$ cat config.mk
export PLATFORM = sky130hd
export DESIGN_NAME = add_seq_ctrl
export DESIGN_NICKNAME = d
export VERILOG_FILES = /design/src/rtl/add_seq_ctrl.sv
export SDC_FILE = /design/constraint.sdc
export NUM_CORES = 1
export LEC_CHECK = 0
export CORE_ASPECT_RATIO = 0.5
export CORE_MARGIN = 2
export CORE_UTILIZATION = 30
export CTS_CLUSTER_SIZE = 14
export DETAILED_ROUTE_END_ITERATION = 6
export GPL_TIMING_DRIVEN = 0
export PLACE_DENSITY_LB_ADDON = 0.25
export SLEW_MARGIN = 15
export SYNTH_ARGS = -nofsm -noshare
export SYNTH_HDL_FRONTEND = slang
export SYNTH_SLANG_ARGS = --single-unit
$ cat constraint.sdc
create_clock -name Clock -period 5.2 [get_ports Clock]
set_input_delay 1.04 -clock Clock [delete_from_list [all_inputs] [get_ports Clock]]
set_output_delay 1.04 -clock Clock [all_outputs]
set_load 0.01 [all_outputs]
$ cat src/rtl/add_seq_ctrl.sv
// add_seq_ctrl: performs a WIDTH-bit add through one N-bit ripple-carry slice,
// one slice per clock with the carry held in a flop between slices.
// Optional feature macro: ADDSEQ_SUB_EN (adds the Sub port for X - Y).
module add_seq_ctrl #(
   parameter int unsigned WIDTH = 16,
   parameter int unsigned N     = 4
) (
   input  logic             Clock,
   input  logic             Resetn,
   input  logic             Start,
   input  logic [WIDTH-1:0] X,
   input  logic [WIDTH-1:0] Y,
`ifdef ADDSEQ_SUB_EN
   input  logic             Sub,
`endif
   output logic             Busy,
   output logic             Done,
   output logic [WIDTH-1:0] Result,
   output logic             Cout,
   output logic             Overflow
);

   localparam int unsigned SLICES = WIDTH / N;
   localparam int unsigned CNT_W  = (SLICES > 1) ? $clog2(SLICES) : 1;

   // Reject configurations the slice datapath cannot implement.
   generate
      if ((N == 0) || (WIDTH < N) || ((WIDTH % N) != 0)) begin : g_bad_cfg
         $error("add_seq_ctrl: WIDTH must be a non-zero multiple of N");
      end
   endgenerate

   typedef enum logic [1:0] {
      S_IDLE = 2'd0,
      S_RUN  = 2'd1,
      S_DONE = 2'd2
   } state_t;

   state_t             state_q, state_d;
   logic [CNT_W-1:0]   cnt_q, cnt_d;
   logic               carry_q, carry_d;
   logic [WIDTH-1:0]   x_sh_q, x_sh_d;
   logic [WIDTH-1:0]   y_sh_q, y_sh_d;
   logic               xmsb_q, xmsb_d;
   logic               ymsb_q, ymsb_d;
   logic               busy_q, busy_d;
   logic               done_q, done_d;
   logic [WIDTH-1:0]   result_q, result_d;
   logic               cout_q, cout_d;
   logic               ovf_q, ovf_d;

   logic               start_acc;
   logic               last_slice;
   logic [N-1:0]       slice_s;
   logic [N:0]         rc;
   logic               slice_co;
   logic [WIDTH-1:0]   result_shifted;

   assign start_acc  = (state_q == S_IDLE) && Start;
   assign last_slice = (cnt_q == CNT_W'(SLICES - 1));

   // N-bit ripple-carry slice fed by the low bits of the shift registers.
   assign rc[0] = carry_q;
   generate
      for (genvar gi = 0; gi < int'(N); gi++) begin : g_rca
         assign slice_s[gi] = x_sh_q[gi] ^ y_sh_q[gi] ^ rc[gi];
         assign rc[gi+1]    = (x_sh_q[gi] & y_sh_q[gi]) |
                              (rc[gi] & (x_sh_q[gi] ^ y_sh_q[gi]));
      end
   endgenerate
   assign slice_co = rc[N];

   // Slice sum enters the result from the top so the LSB slice ends up lowest.
   generate
      if (WIDTH == N) begin : g_res_single
         assign result_shifted = slice_s;
      end else begin : g_res_shift
         assign result_shifted = {slice_s, result_q[WIDTH-1:N]};
      end
   endgenerate

   // State and datapath registers with synchronous active-low reset.
   always_ff @(posedge Clock) begin
      if (!Resetn) begin
         state_q  <= S_IDLE;
         cnt_q    <= '0;
         carry_q  <= 1'b0;
         x_sh_q   <= '0;
         y_sh_q   <= '0;
         xmsb_q   <= 1'b0;
         ymsb_q   <= 1'b0;
         busy_q   <= 1'b0;
         done_q   <= 1'b0;
         result_q <= '0;
         cout_q   <= 1'b0;
         ovf_q    <= 1'b0;
      end else begin
         state_q  <= state_d;
         cnt_q    <= cnt_d;
         carry_q  <= carry_d;
         x_sh_q   <= x_sh_d;
         y_sh_q   <= y_sh_d;
         xmsb_q   <= xmsb_d;
         ymsb_q   <= ymsb_d;
         busy_q   <= busy_d;
         done_q   <= done_d;
         result_q <= result_d;
         cout_q   <= cout_d;
         ovf_q    <= ovf_d;
      end
   end

   // Next-state logic: IDLE -> RUN for SLICES cycles -> DONE for one cycle.
   always_comb begin
      state_d = state_q;
      case (state_q)
         S_IDLE:  if (Start) state_d = S_RUN;
         S_RUN:   if (last_slice) state_d = S_DONE;
         S_DONE:  state_d = S_IDLE;
         default: state_d = S_IDLE;
      endcase
   end

   // Datapath and output next values; everything holds unless updated below.
   always_comb begin
      cnt_d    = cnt_q;
      carry_d  = carry_q;
      x_sh_d   = x_sh_q;
      y_sh_d   = y_sh_q;
      xmsb_d   = xmsb_q;
      ymsb_d   = ymsb_q;
      busy_d   = busy_q;
      done_d   = 1'b0;
      result_d = result_q;
      cout_d   = cout_q;
      ovf_d    = ovf_q;

      case (state_q)
         S_IDLE: begin
            if (start_acc) begin
               x_sh_d = X;
               xmsb_d = X[WIDTH-1];
               cnt_d  = '0;
               busy_d = 1'b1;
`ifdef ADDSEQ_SUB_EN
               y_sh_d  = Sub ? ~Y : Y;
               carry_d = Sub;
               ymsb_d  = Sub ? ~Y[WIDTH-1] : Y[WIDTH-1];
`else
               y_sh_d  = Y;
               carry_d = 1'b0;
               ymsb_d  = Y[WIDTH-1];
`endif
            end
         end
         S_RUN: begin
            result_d = result_shifted;
            x_sh_d   = x_sh_q >> N;
            y_sh_d   = y_sh_q >> N;
            carry_d  = slice_co;
            cnt_d    = cnt_q + CNT_W'(1);
            if (last_slice) begin
               busy_d = 1'b0;
               done_d = 1'b1;
               cout_d = slice_co;
               ovf_d  = (xmsb_q == ymsb_q) & (slice_s[N-1] != xmsb_q);
            end
         end
         S_DONE: begin
            busy_d = 1'b0;
         end
         default: begin
            busy_d = 1'b0;
         end
      endcase
   end

   assign Busy     = busy_q;
   assign Done     = done_q;
   assign Result   = result_q;
   assign Cout     = cout_q;
   assign Overflow = ovf_q;

endmodule

After elaboration in Yosys (flattened, before gate mapping)
Index checks and enable logic that the tools add are counted.
{"block": "word_totals", "ff_bits": 59, "input_bits": 35, "out_inout_bits": 20, "elab_cells": 65}
{"block": "op_classes", "addsub": 1, "eq_ne": 7, "n_mux": 15, "n_bitwise": 21, "reduce_logical": 9}
{"cell": "16-bit case mux with 2 select lines", "count": 2}
{"cell": "16-bit 2-to-1 mux", "count": 2}
{"cell": "2-bit AND reduction", "count": 6}
{"cell": "1-bit AND", "count": 9}
{"cell": "2-bit case mux with 2 select lines", "count": 2}
{"cell": "1-bit bitwise XOR", "count": 8}
{"cell": "2-bit 2-to-1 mux", "count": 3}
{"cell": "2-bit != test (second input constant)", "count": 3}
{"cell": "1-bit 2-to-1 mux", "count": 4}
{"cell": "1-bit bitwise OR", "count": 4}
{"cell": "1-bit case mux with 2 select lines", "count": 2}
{"cell": "2-bit by 1-bit adder with 2-bit output (second input constant)", "count": 1}
{"cell": "2-bit by 1-bit equality test with 1-bit output (second input constant)", "count": 1}
{"cell": "2-bit equality test (second input constant)", "count": 1}
{"cell": "2-bit zero test", "count": 1}
{"cell": "2-bit nonzero test", "count": 1}
{"cell": "1-bit equality test", "count": 1}
{"cell": "1-bit logical AND", "count": 1}
{"cell": "1-bit != test", "count": 1}

Depth between registers and ports, before layout
Gate-level depths: netlist of run 1.
{"block": "logic_depth", "ltp_word": 10, "mapped_depth": 10}

Least setup slack after synthesis of run 1
No wires, ideal clock.
{"block": "synth_timing", "kind": "register -> register", "start": "register carry_q", "end": "register ovf_q (netlist: Overflow)", "arrival_ps": 2206, "setup_slack_ps": 2909, "stages_incl_launch_ff": 11, "period_less_slack_ps": 2291, "cell_sequence": "dfxtp_1 > fa_1 > inv_1 > fa_1 > inv_1 > fa_1 > inv_1 > fa_1 > nor3_1 > nor3_1 > a211oi_1"}
{"block": "synth_via", "elab_chain_len": 9}
{"element": "start, declared", "line_no": "41", "source": "logic carry_q, carry_d;"}
{"element": "start signal, assigned", "line_no": "100", "source": "carry_q <= carry_d;"}
{"element": "1-bit AND", "line_no": "68", "source": "(rc[gi] & (x_sh_q[gi] ^ y_sh_q[gi]));"}
{"element": "1-bit bitwise OR", "line_no": "67", "source": "assign rc[gi+1] = (x_sh_q[gi] & y_sh_q[gi]) |"}
{"element": "1-bit AND", "line_no": "68"}
{"element": "1-bit bitwise OR", "line_no": "67"}
{"element": "1-bit AND", "line_no": "68"}
{"element": "1-bit bitwise OR", "line_no": "67"}
{"element": "1-bit bitwise XOR", "line_no": "66", "source": "assign slice_s[gi] = x_sh_q[gi] ^ y_sh_q[gi] ^ rc[gi];"}
{"element": "1-bit != test", "line_no": "166", "source": "ovf_d = (xmsb_q == ymsb_q) & (slice_s[N-1] != xmsb_q);"}
{"element": "1-bit AND", "line_no": "166"}
{"element": "end signal, assigned", "line_no": "109", "source": "ovf_q <= ovf_d;"}
{"element": "end, declared", "line_no": "50", "source": "logic ovf_q, ovf_d;"}
No other way between the ends.
A chain may end at the register's enable or synchronous reset.

Final worst setup path of run 1
Ends and elaborated chain as after synthesis.

==> impl_results.md, run 1 <==
* Worst setup path end: Overflow
* Final net count at around 410
* Final weighted congestion in routability-driven placement at roughly 0.78
* CTS tree: built
* Die extent in x at between 100 and 150 um
* WL/cell at roughly 13 um
* Layout cell share with drive strength beyond 1 at roughly 14%
* Fillers at 816
* Die ar. at 9040 um^2
* Buffers and inverters on the worst path at 3
* Core Util, Final at a little over two fifths
* Cells after Synth at 300
* Row cnt at 23
* Final Hold Slack at about 450 ps
* Synth Warn # at 0
* Reg2Reg Launch Point: carry_q
* Placed cell area at between 3000 and 4000 um^2
* #FFs+latches synth at 58
* GRT met1 Usage at ~18%
* H-tree levels at 3
* Drt total wl at 6060 um
* Vias at 2250
* Register area share after synthesis at 46.9%
* Simple-gate share of the synthesized area at 17.6%
* Crit path capture type: flop
* Max_cap viols at 0
* Clock Sinks at 58
* RR Endpoint: Overflow
* Total CTS buffers at 9
* Worst hold path type: flop to flop
* Clock Skew at approximately 7.3 ps
* Power per Cell Area at about 370 nW/um^2
* Fin crit period at 2440 ps
* Hold-fix buffers at CTS at 0
* Grt met2 use at 22.5%
* Worst setup path start: carry_q
* Largest net degree at the start of global routing at 11
* Crit start category: flop
* Asr flop ratio synth at 0%
* CP delay by family, top: adder cells
* Setup violators final at 0
* Finished Cell Area at 3510 um^2
* Crit. path cell count at 10
* Drt pass-1 iters at 4
* R2r setup slk at between 2000 and 3000 ps
* Post-route clock period utilization at 46.9%
* CORE AREA at between 8000 and 9000 um^2
* Setup repair after global routing missed its margin: false
* I/O pin cnt at 55
* Starting Density at between 30% and 40%
* Detailed Place HPWL at between 4000 and 5000 um
* Critical Path Max Stage Delay at 470 ps
* DRC marker count from the first detailed-route iteration at roughly 150
* Mux contribution to synthesized area at 0.808%
* Number of flops mapped to enable cells by yosys at 0
* Antenna cell count at 0
* Via density at around 4.7
* Post-synthesis compound-gate area fraction at a little over a fifth
* Antenna violations before repair at 0
* Total grt overflow at 0
* DRC viols at 0
* Clock root buffer: clkbuf_16
* Die Y at 68.3 um
* PortBufs at 54
* Final hold violations at 0
* Net Count, Synth at 340
* Cells along the critical path: fa_1, inv_1, fa_1, inv_1, fa_1, inv_1, fa_1, nor3_1, nor3_1, a211oi_1
* Layout Cells excl Fill at 482
* Post-Synthesis Cell Area at around 2500 um^2
* Critical path arrival at 2670 ps
* Clock Tree Buf Depth at 2
* First-pass GRT wire length at just under 10000 um
* Antenna viol nets, final at 0
* Max Freq at 410 MHz
* Worst vdd ir at between 200 and 250 uV
* CP dominant cell by count: fa_1
* Status: completed
* Placed cell count at approximately 470
* Post-CTS Setup Bufs at 0
* Synth Area in Adders at 3.74%
* Area Overhead vs Synth at 41.7%
* Main combinational cell family by area after synthesis: compound AO/OA/AOI/OAI gates
* Leading cell types in the layout, fill and taps excluded: 78 x nand2_1, 58 x dfxtp_1, 54 x clkdlybuf4s50_1
* Setup TNS at 0 ps
* Crit path kind: flop to flop
* Crit path max fanout at 3
* Leakage at approximately 1.3 nW
* Share of the synthesized netlist area taken by xor and xnor gates at 0%
* Measured slew at the worst slew-check pin at between 500 and 600 ps
* Max_slew headroom at about two thirds
* GR peak layer: met2
* Clk_lat worst skew at around 330 ps
* # resized after CTS at 0
* All-Layer GR Usage at ~14%
* Met3 usage at between 4 and 5%
* Critical Path RT at between 5000 and 6000 ps
* Vias in the first global route at ~2.1k
* Max Slew Vio Count at 0
* Commonest non-fill, non-tap cell in the layout: nand2_1
* Worst-path clk slew at around 50 ps
* FF-to-FF path depth at 10
* Syn_area_per_cell at just over 8 um^2
* Prevailing post-synth register cell: dfxtp_1
* CP max-delay cell: fa_1
* Distinct cells, synth at 29
registers in the layout, indices dropped and copies added, names as in the netlist:
name and flops:
Result 16, Overflow 1, Done 1, xmsb_q 1, carry_q 1, Cout 1, state_q 1, Busy 1
cnt_q 2, ymsb_q 1, y_sh_q 16, x_sh_q 16
per-layer routing:
layer	share of wire, %	up-vias	routed length, um
met5	0	-	0
met2	46	55	2790
met1	48	1045	2890
met3	4.9	9	294
li1	-	1141	-
met4	1.5	0	89
logic make-up after synthesis:
group / Yosys count
compound gates: 91
buf+inv: 43
fa+ha+maj: 5
flops: 58
mux: 2
simple gates: 101
synth_stat cells (all sizes together), types with 2 or more instances:
| cell | number | area [um^2] |
|---|---|---|
| nand2 | 78 | 293 |
| dfxtp | 58 | 1160 |
| o21ai | 34 | 170 |
| buf | 28 | 195 |
| a21oi | 26 | 130 |
| a31oi | 24 | 150 |
| inv | 9 | 33.8 |
| clkbuf | 6 | 22.5 |
| nand3b | 6 | 45.0 |
| nor2 | 6 | 22.5 |
| nor3 | 5 | 25.0 |
| fa | 4 | 80.1 |
| a211oi | 3 | 27.5 |
| and2b | 2 | 17.5 |
| mux2i | 2 | 20.0 |
| nand2b | 2 | 15.0 |
area by class of cell:
class	instances	area [um^2]	share of cell area, %
multi-input combinational	199	1060	30.3
clock buffer	11	253	7.20
timing repair buffer	54	541	15.4
tap	112	140	3.99
buffer	34	218	6.20
sequential	58	1160	33.1
inverter	9	33.8	0.962
clock inverter	5	100	2.85
through the flow:
stage | power, mW | worst slack (ps)
after detailed placement | 0.632 | 2740
after global routing | 1.36 | 2570
after floorplan | 0.570 | 2910
after CTS | 1.33 | 2740
final | 1.31 | 2760
after global placement | 0.629 | 2770
worst register-to-register path, cell delays in order (launching register included):
cell and delay [ps]:
dfxtp_1 320, fa_1 420, inv_1 70, fa_1 160
inv_1 50, fa_1 350, inv_1 70, fa_1 470
nor3_1 160, nor3_1 60, a211oi_1 230
report_power, final:
part           total, mW  leakage, nW  internal (mW)  switching [mW]
clock              0.689        0.176          0.491           0.198
combinational      0.136        0.658         0.0696          0.0662
sequential         0.487        0.476          0.470          0.0162
worst min-delay path by stage:
stage | startpoint | endpoint | slack [ps] | cells past startpoint
2_1_floorplan | x_sh_q[10] | x_sh_q[10] | 450 | 2
3_3_place_gp | Result[1] | Result[1] | 440 | 2
3_5_place_dp | Result[0] | Result[0] | 450 | 2
5_1_grt | Result[0] | Result[0] | 480 | 2
4_1_cts | Result[0] | Result[0] | 450 | 2
6_report | Result[0] | Result[0] | 450 | 2
Note: power is estimated with default switching activity, not from simulation.
==> run 2: changes to the inputs <==
==> constraint.sdc (replaced) <==
create_clock -name Clock -period 2.3 [get_ports Clock]
set_input_delay 0.46 -clock Clock [delete_from_list [all_inputs] [get_ports Clock]]
set_output_delay 0.46 -clock Clock [all_outputs]
set_load 0.01 [all_outputs]
==> impl_results.md, run 2 (synthesized netlist as in run 1, its figures left out) <==
* Layout cell share with drive strength beyond 1 at 16.7% (was 13.5%)
* Vias in the first global route at 2152 (was 2125)
* Internal Power at 2.34 mW (was 1.03 mW)
* Starting Density at 31.0% (unchanged)
* Placed cell area at 3160 um^2 (unchanged)
* Placed cell count at 466 (unchanged)
* Clk_lat worst skew at 330 ps (about the same)
* All-Layer GR Usage at 14.3% (was 14.1%)
* Failing checks: negative setup slack
* Cells along the critical path: fa_2, inv_2, fa_2, inv_2, fa_2, inv_2, fa_1, nor3_2, nor3_1, a211oi_1 (was fa_1, inv_1, fa_1, inv_1, fa_1, inv_1, fa_1, nor3_1, nor3_1, a211oi_1)
* Clock Sinks at 58 (unchanged)
* Comb power frac at 10.7% (was 10.4%)
* Detailed Place HPWL at 4510 um (unchanged)
* Leakage at 1.32 nW (was 1.31 nW)
* Crit path capture type: flop (unchanged)
* Layout Cells excl Fill at 484 (was 482)
* Finished Cell Area at 3540 um^2 (was 3510 um^2)
* Sequential power share at 36.9% (was 37.1%)
* P_sw at 646 uW (was 280 uW)
* Die Y at 68.3 um (unchanged)
* R2r setup slk at -10 ps (was 2760 ps)
* Final Power at 2.99 mW (was 1.31 mW)
* Crit path kind: flop to flop (unchanged)
* PortBufs at 54 (unchanged)
* Max_cap viols at 0 (unchanged)
* Antenna cell count at 0 (unchanged)
* Die extent in x at 133 um (unchanged)
* Final weighted congestion in routability-driven placement at 0.776 (unchanged)
* I/O pin cnt at 55 (unchanged)
* Critical path arrival at 2550 ps (was 2670 ps)
* Die ar. at 9040 um^2 (unchanged)
* Crit start category: flop (unchanged)
* Fillers at 818 (was 816)
* Fin crit period at 2310 ps (was 2440 ps)
* Final hold violations at 0 (unchanged)
* CORE AREA at 8000 um^2 (unchanged)
* Clock Skew at 7.27 ps (was 7.32 ps)
* Area Overhead vs Synth at 43.0% (was 41.7%)
* WL/cell at 12.7 um (was 12.6 um)
* Setup TNS at -10.7 ps (was 0 ps)
* CTS tree: built (unchanged)
* Drt total wl at 6120 um (was 6060 um)
* First-pass GRT wire length at 9960 um (was 9850 um)
* Measured slew at the worst slew-check pin at 507 ps (was 514 ps)
* Clk network pwr share at 52.4% (was 52.6%)
* H-tree levels at 3 (unchanged)
* Sw Share at 21.6% (was 21.4%)
* Setup repair after global routing missed its margin: true (was false)
* Crit path max fanout at 2 (was 3)
* Max Freq at 433 MHz (was 410 MHz)
* Vias at 2231 (was 2250)
* Status: finished with violations (was completed)
* Final net count at 407 (was 405)
* Clock Tree Buf Depth at 2 (unchanged)
* Worst hold path type: flop to flop (unchanged)
* Max Slew Vio Count at 0 (unchanged)
* Antenna viol nets, final at 0 (unchanged)
* Row cnt at 23 (unchanged)
* Setup violators final at 1 (was 0)
* Max_slew headroom at 66.2% (was 65.7%)
* Total CTS buffers at 9 (unchanged)
* Final Hold Slack at 451 ps (about the same)
* Antenna violations before repair at 0 (unchanged)
* Clock root buffer: clkbuf_16 (unchanged)
* DRC viols at 0 (unchanged)
* Via density at 4.61 (was 4.67)
* Drt pass-1 iters at 4 (unchanged)
* Worst setup margin at -10.7 ps (was 2760 ps)
* DRC marker count from the first detailed-route iteration at 144 (was 146)
* Total grt overflow at 0 (unchanged)
* Worst vdd ir at 514 uV (was 229 uV)
* Largest net degree at the start of global routing at 11 (unchanged)
* Critical Path RT at 2530 ps (was 5440 ps)
* Critical Path Max Stage Delay at 440 ps (was 470 ps)
* Post-route clock period utilization at 100% (was 46.9%)
* CP max-delay cell: fa_1 (unchanged)
* Power per Cell Area at 843 nW/um^2 (was 374 nW/um^2)
* Leading cell types in the layout, fill and taps excluded: 78 x nand2_1, 55 x dfxtp_1, 54 x clkdlybuf4s50_1 (was 78 x nand2_1, 58 x dfxtp_1, 54 x clkdlybuf4s50_1)
* Commonest non-fill, non-tap cell in the layout: nand2_1 (unchanged)
* Hold-fix buffers at CTS at 0 (unchanged)
* Worst-path clk slew at 50 ps (about the same)
[run 2: power groups by stage]
| stage | logic [mW] | clock network [mW] | registers, mW |
|---|---|---|---|
| final | 0.319 | 1.57 | 1.10 |
| after global placement | 0.302 | 0 | 1.12 |
| after detailed placement | 0.308 | 0 | 1.12 |
| after CTS | 0.320 | 1.59 | 1.10 |
| after floorplan | 0.181 | 0 | 1.11 |
| after global routing | 0.354 | 1.64 | 1.11 |
[run 2: final timing paths]
kind / start / to / cells past startpoint
setup / recovery: y_sh_q[0] / Overflow / 10
hold / removal: Result[0] / Result[0] / 2
setup reg to reg: y_sh_q[0] / Overflow / 10
hold reg to reg: Result[0] / Result[0] / 2
[run 2: per-layer routing]
| metal | global-route usage, % | up-vias | part of all wire, % |
|---|---|---|---|
| met5 | 0 | - | 0 |
| met4 | 6.85 | 0 | 1.6 |
| met3 | 4.30 | 11 | 4.6 |
| met2 | 23.0 | 42 | 45 |
| met1 | 17.9 | 1037 | 48 |
| li1 | - | 1141 | - |
[run 2: cell type report]
type | instances | area (um^2) | area share [%]
well taps | 112 | 140 | 3.96
flip-flops and latches | 58 | 1160 | 32.9
clock inverters | 5 | 100 | 2.83
inverters | 9 | 33.8 | 0.954
multi-input cells | 199 | 1080 | 30.4
repair buffers | 56 | 556 | 15.7
clock buffers | 11 | 253 | 7.14
plain buffers | 34 | 218 | 6.15
[run 2: what timing repair did]
item,4_1_cts,5_1_grt
buffers inserted,2,0
setup endpoints to repair,1,1
gates cloned,0,0
resized for setup,9,1
pin swaps,5,3
[run 2: worst max-delay path, delay by kind of cell, from the launching register on]
kind	cells	cell delay, ps
fa+ha+maj	4	1320
compound gates	1	240
flops	1	330
simple gates	2	180
buf+inv	3	160
[run 2: per-stage QoR]
stage	utilization (%)	setup WS, ps
global route	44.3	-118
CTS	44.2	-55.4
detailed placement	39.5	-156
floorplan	-	8.76
global placement	39.5	-96.3
finish	44.3	-10.7
==> run 3: changes to the inputs <==
--- a/config.mk
+++ b/config.mk
@@ -5,6 +5,7 @@
 export SDC_FILE = /design/constraint.sdc
 export NUM_CORES = 1
 export LEC_CHECK = 0
+export ABC_AREA = 1
 export CORE_ASPECT_RATIO = 0.5
 export CORE_MARGIN = 2
 export CORE_UTILIZATION = 30
==> impl_results.md, run 3 <==
* Status: completed (was finished with violations)
* Final hold violations at 0 (unchanged)
* Worst-path clk slew at 50 ps (about the same)
* Clock Tree Buf Depth at 2 (unchanged)
* Via density at 4.36 (was 4.61)
* Max_slew headroom at 58.9% (was 66.2%)
* Crit path kind: flop to flop (unchanged)
* Clock Sinks at 58 (unchanged)
* Synth Warn # at 0 (unchanged)
* CP max-delay cell: fa_2 (was fa_1)
* Asr flop ratio synth at 0% (unchanged)
* Register area share after synthesis at 41.3% (was 46.9%)
* Placed cell count at 581 (was 466)
* Max Slew Vio Count at 0 (unchanged)
* Die extent in x at 141 um (was 133 um)
* Commonest non-fill, non-tap cell in the layout: nand3_1 (was nand2_1)
* Measured slew at the worst slew-check pin at 614 ps (was 507 ps)
* Setup TNS at 0 ps (was -10.7 ps)
* Die ar. at 10200 um^2 (was 9040 um^2)
* Total CTS buffers at 9 (unchanged)
* R2r setup slk at 60 ps (was -10 ps)
* Area Overhead vs Synth at 34.9% (was 43.0%)
* Core Util, Final at 42.7% (was 44.3%)
* Crit path capture type: flop (unchanged)
* DRC marker count from the first detailed-route iteration at 144 (unchanged)
* Critical path arrival at 2510 ps (was 2550 ps)
* Drt pass-1 iters at 4 (unchanged)
* Count leader, synth: nand3_1 (was nand2_1)
* CORE AREA at 8890 um^2 (was 8000 um^2)
* Final Hold Slack at 467 ps (was 451 ps)
* Clk_lat worst skew at 330 ps (about the same)
* Placed cell area at 3490 um^2 (was 3160 um^2)
* Worst vdd ir at 384 uV (was 514 uV)
* Worst setup margin at 58.3 ps (was -10.7 ps)
* Largest net degree at the start of global routing at 11 (unchanged)
* Crit path max fanout at 3 (was 2)
* Layout cell share with drive strength beyond 1 at 11.4% (was 16.7%)
* First-pass GRT wire length at 12500 um (was 9960 um)
* CP delay by family, top: adder cells (unchanged)
* I/O pin cnt at 55 (unchanged)
* PortBufs at 53 (was 54)
* Clock Skew at 3.72 ps (was 7.27 ps)
* Synth top area cells: dfxtp_1 41%, nand3_1 11%, nand2_1 8.3% (was dfxtp_1 47%, nand2_1 12%, o21ai_0 6.9%)
* Die Y at 72.5 um (was 68.3 um)
* Final weighted congestion in routability-driven placement at 0.812 (was 0.776)
* Leakage at 1.74 nW (was 1.32 nW)
* Hold-fix buffers at CTS at 0 (unchanged)
* Fillers at 959 (was 818)
* Buffers and inverters on the worst path at 3 (unchanged)
* Final Power at 2.91 mW (was 2.99 mW)
* Final net count at 516 (was 407)
* Total grt overflow at 0 (unchanged)
* Drt total wl at 7280 um (was 6120 um)
* Post-route clock period utilization at 97.5% (was 100%)
* Power per Cell Area at 767 nW/um^2 (was 843 nW/um^2)
* Row cnt at 24 (was 23)
* Vias at 2607 (was 2231)
* Finished Cell Area at 3790 um^2 (was 3540 um^2)
* Distinct cells, synth at 20 (was 29)
* Antenna cell count at 0 (unchanged)
* Max Freq at 446 MHz (was 433 MHz)
* Cells after Synth at 411 (was 300)
* Post-Synthesis Cell Area at 2810 um^2 (was 2480 um^2)
* Fin crit period at 2240 ps (was 2310 ps)
* H-tree levels at 3 (unchanged)
* Max_cap viols at 0 (unchanged)
* Leading cell types in the layout, fill and taps excluded: 64 x nand3_1, 62 x nand2_1, 58 x nor2_1 (was 78 x nand2_1, 55 x dfxtp_1, 54 x clkdlybuf4s50_1)
* Critical Path RT at 2570 ps (was 2530 ps)
* #FFs+latches synth at 58 (unchanged)
* Setup violators final at 0 (was 1)
* Prevailing post-synth register cell: dfxtp_1 (unchanged)
* All-Layer GR Usage at 16.1% (was 14.3%)
* CTS tree: built (unchanged)
* Placement Setup Slack at -29.7 ps (was -156 ps)
* Starting Density at 31.6% (was 31.0%)
* CP dominant cell by count: fa_2
* Clock root buffer: clkbuf_16 (unchanged)
* Layout Cells excl Fill at 598 (was 484)
* WL/cell at 12.2 um (was 12.7 um)
* Setup repair after global routing missed its margin: true (unchanged)
* Syn_area_per_cell at 6.84 um^2 (was 8.26 um^2)
* Cells along the critical path: fa_2, inv_2, fa_2, inv_2, fa_2, inv_2, fa_2, nor2_1, nand2_1, nand2_1, nor2_1, nor2_1 (was fa_2, inv_2, fa_2, inv_2, fa_2, inv_2, fa_1, nor3_2, nor3_1, a211oi_1)
* Worst hold path type: flop to flop (unchanged)
* Crit start category: flop (unchanged)
* Number of flops mapped to enable cells by yosys at 0 (unchanged)
* DRC viols at 0 (unchanged)
* Vias in the first global route at 2546 (was 2152)
* Share of the synthesized area in the top cell type at 41.3% (was 46.9%)
* Critical Path Max Stage Delay at 460 ps (was 440 ps)
* Dominant cell type by area after synthesis: dfxtp_1 (unchanged)
* Net Count, Synth at 451 (was 340)
* Antenna violations before repair at 0 (unchanged)
* Detailed Place HPWL at 5170 um (was 4510 um)
* Antenna viol nets, final at 0 (unchanged)
* Synth top cells by count: 64 x nand3_1, 62 x nand2_1, 60 x inv_1, 58 x dfxtp_1, 58 x nor2_1 (was 78 x nand2_1, 58 x dfxtp_1, 34 x o21ai_0, 26 x a21oi_1, 24 x a31oi_1)
==> run 3: changes by cell type after synthesis, moves of 4 or more <==
cell / before / now
a21oi_1: 26 / 16
a31oi_1: 24 / 0
buf_1: 0 / 5
buf_2: 9 / 13
buf_4: 17 / 13
inv_1: 8 / 60
nand2_1: 78 / 62
nand3_1: 1 / 64
nor2_1: 6 / 58
nor3_1: 5 / 24
o21ai_0: 34 / 17
==> run 3: report_power, final <==
group          switching [mW]  internal (mW)  total [mW]
clock                   0.441          0.812        1.25
sequential             0.0384           1.09        1.13
combinational           0.276          0.253       0.529
total                   0.756           2.15        2.91
==> run 3: what timing repair did <==
action | CTS | global route
endpoints found under the setup margin | 1 | 1
gates resized for setup | 6 | 3
pin swaps | 3 | 4
setup buffers | 1 | 0
==> run 3: logic make-up after synthesis <==
group                      after synthesis  synth area share (%)
adders and majority gates                5                  3.29
and+or+nand+nor                        215                  33.6
buffers and inverters                  100                  15.9
AOI/OAI and AO/OA                       33                  5.87
DFF                                     58                  41.3
==> run 3: worst paths after layout <==
path              end  cells after the start       from
min          cnt_q[0]                      1   cnt_q[0]
min reg2reg  cnt_q[0]                      1   cnt_q[0]
max reg2reg  Overflow                     12  y_sh_q[0]
max          Overflow                     12  y_sh_q[0]
==> run 3: area by class of cell <==
type	count	area [um^2]	share of cell area, %
inverter	62	233	6.14
clock inverter	2	10.0	0.264
timing repair buffer	54	538	14.2
clock buffer	14	274	7.23
tap	117	146	3.86
multi-input combinational	253	1210	32.0
sequential	58	1160	30.7
buffer	38	215	5.67
==> run 3: metal layers <==
metal | GRT usage [%] | vias to the layer above | part of all wire (%)
li1 | - | 1402 | -
met1 | 21.8 | 1138 | 51
met2 | 23.8 | 61 | 41
met3 | 5.94 | 6 | 6.4
met4 | 5.67 | 0 | 1.2
met5 | 0 | - | 0
